$ cat src/rtl/lcd_pkg.sv
// lcd_pkg: shared definitions for the LCD display path.
//   lcd_src_state_e : pixel-source scheduler states
//   H/V_ACTIVE_DEF  : default active raster size of the 800x480 panel
//   PIX_BLACK       : pixel value emitted during blank frames
package lcd_pkg;

    typedef enum logic [1:0] {
        SHOW_UI      = 2'd0,
        BLANK_TO_IMG = 2'd1,
        SHOW_IMG     = 2'd2,
        BLANK_TO_UI  = 2'd3
    } lcd_src_state_e;

    localparam int          H_ACTIVE_DEF = 800;
    localparam int          V_ACTIVE_DEF = 480;
    localparam logic [23:0] PIX_BLACK    = 24'h000000;

endpackage

$ cat src/rtl/lcd_src_sched_sw_debounce.sv
// sw_debounce: 2-FF synchroniser followed by a stability filter.
//   clk, rst_n : clock, asynchronous active-low reset
//   din        : raw asynchronous input
//   dout       : filtered level; follows din once the synchronised value has
//                differed from dout for DEBOUNCE_CYC consecutive cycles
// Latency from a clean din edge to dout is 2 + DEBOUNCE_CYC cycles.
module sw_debounce #(
    parameter int DEBOUNCE_CYC = 330000
) (
    input  logic clk,
    input  logic rst_n,
    input  logic din,
    output logic dout
);

    localparam int CW = (DEBOUNCE_CYC > 1) ? $clog2(DEBOUNCE_CYC) : 1;

    logic          sync1_q, sync2_q, dout_q;
    logic [CW-1:0] cnt_q;

    // Counting only while the synchronised input disagrees with dout; any
    // return to agreement (i.e. a bounce) clears the count.
    always_ff @(posedge clk or negedge rst_n) begin
        if (!rst_n) begin
            sync1_q <= 1'b0;
            sync2_q <= 1'b0;
            dout_q  <= 1'b0;
            cnt_q   <= '0;
        end else begin
            sync1_q <= din;
            sync2_q <= sync1_q;
            if (sync2_q == dout_q) begin
                cnt_q <= '0;
            end else if (cnt_q == CW'(DEBOUNCE_CYC - 1)) begin
                dout_q <= sync2_q;
                cnt_q  <= '0;
            end else begin
                cnt_q <= cnt_q + 1'b1;
            end
        end
    end

    assign dout = dout_q;

endmodule

$ cat src/rtl/lcd_src_sched.sv
// lcd_src_sched: frame-synchronous pixel-source scheduler (UI vs image).
//   lcd_clk_33m, rst_n          : pixel clock, asynchronous active-low reset
//   mode_sw                     : raw switch, 1 = image requested
//   calc_done                   : one-cycle pulse, forces UI for HOLD_FRAMES
//   pix_x, pix_y                : raster position from the LCD controller
//   pix_data_ui, pix_data_img   : candidate pixels
//   pix_data                    : selected pixel (black while blanking)
//   src_sel                     : 0 = UI, 1 = image
//   blanking, busy              : high during black transition frames
//   frame_end                   : high on the last active pixel of a frame
// Source changes only on the edge closing a frame_end cycle, so every frame
// comes from a single source.
module lcd_src_sched
    import lcd_pkg::*;
#(
    parameter int H_ACTIVE     = H_ACTIVE_DEF,
    parameter int V_ACTIVE     = V_ACTIVE_DEF,
    parameter int DEBOUNCE_CYC = 330000,
    parameter int BLANK_FRAMES = 2,
    parameter int HOLD_FRAMES  = 60
) (
    input  logic        lcd_clk_33m,
    input  logic        rst_n,
    input  logic        mode_sw,
    input  logic        calc_done,
    input  logic [10:0] pix_x,
    input  logic [10:0] pix_y,
    input  logic [23:0] pix_data_ui,
    input  logic [23:0] pix_data_img,
    output logic [23:0] pix_data,
    output logic        src_sel,
    output logic        blanking,
    output logic        frame_end,
    output logic        busy
);

    localparam int HW = (HOLD_FRAMES  > 0) ? $clog2(HOLD_FRAMES + 1)  : 1;
    localparam int BW = (BLANK_FRAMES > 0) ? $clog2(BLANK_FRAMES + 1) : 1;

    logic           sw_db;
    logic           want_img;
    lcd_src_state_e state_q, state_d;
    logic [HW-1:0]  hold_cnt_q, hold_cnt_d;
    logic [BW-1:0]  blank_cnt_q, blank_cnt_d;

    sw_debounce #(.DEBOUNCE_CYC(DEBOUNCE_CYC)) u_sw_debounce (
        .clk   (lcd_clk_33m),
        .rst_n (rst_n),
        .din   (mode_sw),
        .dout  (sw_db)
    );

    assign frame_end = (pix_x == 11'(H_ACTIVE - 1)) && (pix_y == 11'(V_ACTIVE - 1));

    // calc_done vetoes the image in its own cycle so a pulse coinciding with
    // frame_end already starts the change back to UI.
    assign want_img = sw_db && (hold_cnt_q == '0) && !calc_done;

    always_comb begin
        hold_cnt_d = hold_cnt_q;
        if (calc_done)
            hold_cnt_d = HW'(HOLD_FRAMES);
        else if (frame_end && (hold_cnt_q != '0))
            hold_cnt_d = hold_cnt_q - 1'b1;
    end

    always_comb begin
        state_d     = state_q;
        blank_cnt_d = blank_cnt_q;
        if (frame_end) begin
            case (state_q)
                SHOW_UI: if (want_img) begin
                    if (BLANK_FRAMES == 0) begin
                        state_d = SHOW_IMG;
                    end else begin
                        state_d     = BLANK_TO_IMG;
                        blank_cnt_d = BW'(BLANK_FRAMES);
                    end
                end
                BLANK_TO_IMG: begin
                    if (!want_img)                 state_d = SHOW_UI;
                    else if (blank_cnt_q == BW'(1)) state_d = SHOW_IMG;
                    else                           blank_cnt_d = blank_cnt_q - 1'b1;
                end
                SHOW_IMG: if (!want_img) begin
                    if (BLANK_FRAMES == 0) begin
                        state_d = SHOW_UI;
                    end else begin
                        state_d     = BLANK_TO_UI;
                        blank_cnt_d = BW'(BLANK_FRAMES);
                    end
                end
                BLANK_TO_UI: begin
                    if (want_img)                  state_d = SHOW_IMG;
                    else if (blank_cnt_q == BW'(1)) state_d = SHOW_UI;
                    else                           blank_cnt_d = blank_cnt_q - 1'b1;
                end
                default: state_d = SHOW_UI;
            endcase
        end
    end

    always_ff @(posedge lcd_clk_33m or negedge rst_n) begin
        if (!rst_n) begin
            state_q     <= SHOW_UI;
            hold_cnt_q  <= '0;
            blank_cnt_q <= '0;
        end else begin
            state_q     <= state_d;
            hold_cnt_q  <= hold_cnt_d;
            blank_cnt_q <= blank_cnt_d;
        end
    end

    // Outputs decode the registered state only, so an asynchronous reset
    // takes effect on the pixel path immediately.
    assign src_sel  = (state_q == SHOW_IMG) || (state_q == BLANK_TO_UI);
    assign blanking = (state_q == BLANK_TO_IMG) || (state_q == BLANK_TO_UI);
    assign busy     = blanking;
    assign pix_data = blanking ? PIX_BLACK : (src_sel ? pix_data_img : pix_data_ui);

endmodule
$ cat config.mk
export PLATFORM = sky130hd
export DESIGN_NAME = lcd_src_sched
export DESIGN_NICKNAME = d
export VERILOG_FILES = /design/src/rtl/lcd_pkg.sv /design/src/rtl/lcd_src_sched_sw_debounce.sv /design/src/rtl/lcd_src_sched.sv
export SDC_FILE = /design/constraint.sdc
export NUM_CORES = 1
export LEC_CHECK = 0
export ABC_CLOCK_PERIOD_IN_PS = 4750
export BUFFER_PORTS_ARGS = -buffer_cell sky130_fd_sc_hd__buf_2
export CORE_UTILIZATION = 50
export CTS_CLUSTER_SIZE = 40
export DETAILED_ROUTE_END_ITERATION = 7
export PLACE_DENSITY = 0.87
export SLEW_MARGIN = 5
export SYNTH_ARGS = -nofsm -noshare
export SYNTH_HDL_FRONTEND = slang
export SYNTH_HIERARCHICAL = 1
export SYNTH_SLANG_ARGS = --single-unit
$ cat constraint.sdc
create_clock -name lcd_clk_33m -period 4.75 [get_ports lcd_clk_33m]
set_clock_uncertainty 0.2 [all_clocks]
set_input_delay 0.7125 -clock lcd_clk_33m [delete_from_list [all_inputs] [get_ports lcd_clk_33m]]
set_output_delay 0.7125 -clock lcd_clk_33m [all_outputs]
set_load 0.01 [all_outputs]
== After elaboration in Yosys (flattened, before gate mapping) ==
Index checks and enable logic that the tools add are counted.

* Bits in registers: 32
* Input bits: 74
* Output and inout bits: 28
* Word-level logic and storage cells: 58

* $add $sub $neg: 3
* Equal/unequal tests: 14
* Multiplexer cells: 19
* Bitwise gates (word level): 1
* Reduce and logical (&&, ||, !) cells: 14

{| class="wikitable"
|+ Operators by type and width
! cell !! count
|-
| two-way mux 24 bit || 2
|-
| two-way mux 19 bit || 2
|-
| two-way mux 2 bit || 11
|-
| adder 19 x 1 -> 19 bit (second input constant) || 1
|-
| equality test 19 bit (second input constant) || 1
|-
| one-hot mux 2 bit (4 select lines) || 2
|-
| two-way mux 6 bit || 2
|-
| equality test 11 x 10 -> 1 bit (second input constant) || 1
|-
| equality test 11 x 9 -> 1 bit (second input constant) || 1
|-
| AND reduction 5 bit || 2
|-
| inequality test 2 bit (second input constant) || 4
|-
| logical NOT 6 bit || 1
|-
| inequality test 3 bit (second input constant) || 2
|-
| nonzero test 6 bit || 1
|-
| subtractor 6 x 1 -> 6 bit (second input constant) || 1
|-
| equality test 2 x 1 -> 1 bit (second input constant) || 2
|-
| equality test 2 bit (second input constant) || 2
|-
| logical AND 1 bit || 4
|-
| logical NOT 2 bit || 1
|-
| logical OR 1 bit || 2
|-
| AND reduction 2 bit || 1
|-
| nonzero test 2 bit || 1
|-
| subtractor 2 x 1 -> 2 bit (second input constant) || 1
|-
| equality test 1 bit || 1
|-
| 2 further kinds || 2
|}

== Logic depth before layout (Yosys ltp) ==
* Depth after elaboration: 5
* Mapped depth: 6
* Mapped depth without buffers: 6

== By module ==
Netlist, hierarchy kept.

{| class="wikitable"
|+ By module, submodules not included
! module !! instances !! cells each !! area each (µm²) !! seq. area each (µm²)
|-
| sw_debounce || 1 || 104 || 1069.8 || 550.5
|-
| lcd_src_sched || 1 || 124 || 1039.7 || 250.2
|}

== Worst setup path before layout ==
OpenSTA, ideal clock, no wires.

* Kind: input -> output
* Start: input port pix_y[10]
* End: output port frame_end
* Arrival: 1.523 ns
* Required time: 3.838 ns
* Setup slack: 2.314 ns
* Cell stages on the path: 4
* Path buffers: 0
* Cell sequence: nand4bb_4 -> nor4_4 -> nand2_1 -> clkinv_2

* Longest elaborated chain between the ends: 2

{| class="wikitable"
|+ RTL lines
! what !! RTL line !! source
|-
| from (decl) || lcd_src_sched.sv:27 || <nowiki>input logic [10:0] pix_y,</nowiki>
|-
| equality test 11 x 9 -> 1 bit || lcd_src_sched.sv:53 || <nowiki>assign frame_end = (pix_x == 11'(H_ACTIVE - 1)) && (pix_y == 11'(V_ACTIVE - 1));</nowiki>
|-
| logical AND 1 bit || lcd_src_sched.sv:53 ||
|-
| to (decl) || lcd_src_sched.sv:33 || <nowiki>output logic frame_end,</nowiki>
|}

Every way passes these cells.

== Worst setup path after layout ==
Ends and elaborated chain as after synthesis.

==> flow_metrics.env <==
export IMPL_yosysMostFrequentCell="nor2_1"
export IMPL_slew_headroom_pct=38.3
export IMPL_htree_levels=2
export IMPL_seq_area_sq_um=801
export IMPL_clock_path_buffers=2
export IMPL_cts_buffers=5
export IMPL_tritoncts="yes"
export IMPL_setup_tns_ns=0
export IMPL_ys_top_cells_by_count="nor2_1, dfrtp_1, mux2i_1, nand2_1, xnor2_1"
export IMPL_synth_distinct_cells=47
export IMPL_worst_pin_slew_ns=0.922
export IMPL_fp_dieW_um=67.0
export IMPL_clock_latency_ns=0.29
export IMPL_critPathRequiredTime_ns=3.84
export IMPL_arrival_ns=1.83
export IMPL_wl_mm=4.78
export IMPL_detail_route_first_pass_iterations=4
export IMPL_final_nets=404
export IMPL_placed_cell_area_sq_um=2630
export IMPL_ys_ff_latch=32
export IMPL_crit_chain="buf_2, nand4bb_4, nor4_4, nand2_1, clkinv_2, buf_2"
export IMPL_drt_met1_wl_mm=1.90
export IMPL_synthAdderAreaFrac_pct=2.37
export IMPL_synth_compound_area_share_pct=5.52
export IMPL_rsz0062_at_grt="no"
export IMPL_setup_viol=0
export IMPL_synthArstFlopShare_pct=100
export IMPL_area_growth_pct=28.9
export IMPL_grt_pass1_vias=1720
export IMPL_vias=1988
export IMPL_crit_path_frequent_cell="buf_2"
export IMPL_die_area_sq_um=4480
export IMPL_yosys_area_share_simple_pct=29.1
export IMPL_post_cts_resized=0
export IMPL_cts_setup_buffers=0
export IMPL_hold_path_class="reg -> reg"
export IMPL_static_leakage_power_nw=1.44
export IMPL_fin_area_sq_um=2720
export IMPL_cp_slowest_cell="nor4_4"
export IMPL_layout_min_cycle_time_ns=2.74
export IMPL_fmax_ghz=0.365
export IMPL_path_max_fanout=5
export IMPL_drive_above_1_share_pct=36.4
export IMPL_grt_ovfl_total=0
export IMPL_wl_met2_mm=2.46
export IMPL_nFillCells=319
export IMPL_syn_instance_count=228
export IMPL_yosys_area_share_xor_xnor_pct=7.89
export IMPL_wl_per_cell_um=12.7
export IMPL_finalHoldViolations=0
export IMPL_ff2ff_path_depth=4
export IMPL_worst_setup_path_type="in -> out"
export IMPL_synth_edf_count=0
export IMPL_clk_pin_slew_ns=0.06
export IMPL_boundaryPins=102
export IMPL_drcViolationCount=0
export IMPL_post_route_util_pct=67.5
export IMPL_min_period_over_period_pct=57.7
export IMPL_synth_top_area_share_pct=38.0
export IMPL_drv_cap=0
export IMPL_synth_seq_area_share_pct=38.0
export IMPL_critPathTopFamily="simple AND/OR/NAND/NOR gates"
export IMPL_synth_top_family_by_area="simple AND/OR/NAND/NOR gates"
export IMPL_ys_warn_count=6
export IMPL_dr_max_layer_used="met4"
export IMPL_synth_area_per_cell_sq_um=9.25
export IMPL_antenna_found_initial=0
export IMPL_drtAntennaViolNets=0
export IMPL_core_area_sq_um=4030
export IMPL_num_antenna_cells=0
export IMPL_grt_max_degree=33
export IMPL_hpwlAfterDp_mm=3.73
export IMPL_netlist_area_sq_um=2110
export IMPL_critPathBufInv=3
export IMPL_globalplace_congestion=0.856
export IMPL_portBuffers=101
export IMPL_status="finished, final reports clean"
export IMPL_die_y_um=67.0
export IMPL_cts_sinks=32
export IMPL_yosys_most_used_dff="dfrtp_1"
export IMPL_min_path_cells=0
export IMPL_p_per_area_nw_per_um2=206
export IMPL_yosysTopAreaCell="dfrtp_1"
export IMPL_cp_num_cells=6
export IMPL_slowest_delay_ns=0.35
export IMPL_cts_hold_buf=0
export IMPL_dr_wl_met3_um=347
export IMPL_startpoint_type="primary input"
export IMPL_ir_drop_uv=236
export IMPL_drt_iter0_drc=41
export IMPL_row_count=23
export IMPL_vias_per_cell=5.27
export IMPL_syn_num_nets=306
export IMPL_initial_core_util_pct=52.4
export IMPL_maxSlewViolCount=0
export IMPL_cts_root_buffer="clkbuf_8"
export IMPL_endpoint_kind="output pin"
export IMPL_multi_input_area_sq_um=1220
export IMPL_synthTopCellsByArea="dfrtp_1, mux2i_1, nor2_1, xnor2_1, xor2_1"
export IMPL_gr_usage_all_layers_pct=22.1
export IMPL_grt_pass1_wl_mm=7.25
export IMPL_synth_mux_area_share_pct=12.9
## path summary, 6_finish.rpt
path / startpoint / endpoint / slack [ns]
worst min register to register: u_sw_debounce/sync1_q / u_sw_debounce/sync2_q / 0.15
worst max-delay path: pix_y[10] / frame_end / 2.01
worst max register to register: u_sw_debounce/cnt_q[12] / u_sw_debounce/cnt_q[12] / 2.09
max in group asynchronous: rst_n / u_sw_debounce/cnt_q[4] / 3.64
min in group asynchronous: rst_n / u_sw_debounce/cnt_q[1] / 0.26
worst min-delay path: u_sw_debounce/sync1_q / u_sw_debounce/sync2_q / 0.15
## through the flow
step	power (mW)	worst slack, ns	cells	hold WS (ns)
6_report	0.561	2.01	377	0.147
5_1_grt	0.590	1.90	377	0.170
4_1_cts	0.569	1.99	377	0.150
3_5_place_dp	0.356	2.00	369	0.137
3_3_place_gp	0.354	2.04	369	0.132
2_1_floorplan	0.310	2.31	228	0.131
## worst reg2reg max path, stage by stage, from the launching register on
cell and delay, ns:
dfrtp_1 0.45, or4_1 0.55, or3_4 0.42, o41ai_4 0.75, nor2_1 0.13
## state kept, by name (all words and copies together), names as in the netlist, named ones only
name	cells
u_sw_debounce/dout	1
u_sw_debounce/sync2_q	1
hold_cnt_q	6
u_sw_debounce/sync1_q	1
u_sw_debounce/cnt_q	19
state_q	1
blank_cnt_q	2
## cells in the final DEF, fill, tap and decap left out, drive strengths merged, types with 6 or more instances in the layout
cell	count
buf	102
clkbuf	8
dfrtp	32
inv	8
mux2i	26
nand2	12
nand3	8
nand4	9
nor2	50
nor3	7
nor4	6
xnor2	12
xor2	7
## cells by family after synthesis
family	count (synthesis)
AOI/OAI and AO/OA	14
xor gates and xnor gates	19
adders and majority gates	4
buffers and inverters	20
DFF	32
muxes	27
and+or+nand+nor	112
## power by group
group	internal (mW)	switching, mW
combinational	0.0387	0.0333
sequential	0.276	0.00271
clock	0.118	0.0931
## layer usage
layer / up-vias / global-route usage [%]
met2: 67 / 39.4
met1: 919 / 24.3
li1: 996 / -
met3: 6 / 5.82
met5: - / 0
met4: 0 / 10.1
## area by class of cell
type                    instances  share of cell area, %
multi-input cells             176                   44.8
flip-flops and latches         32                   29.5
repair buffers                102                   18.9
clock buffers                   8                   3.31
well taps                      50                   2.30
inverters                       9                   1.29
No activity file was read; power rests on OpenSTA's default activity.
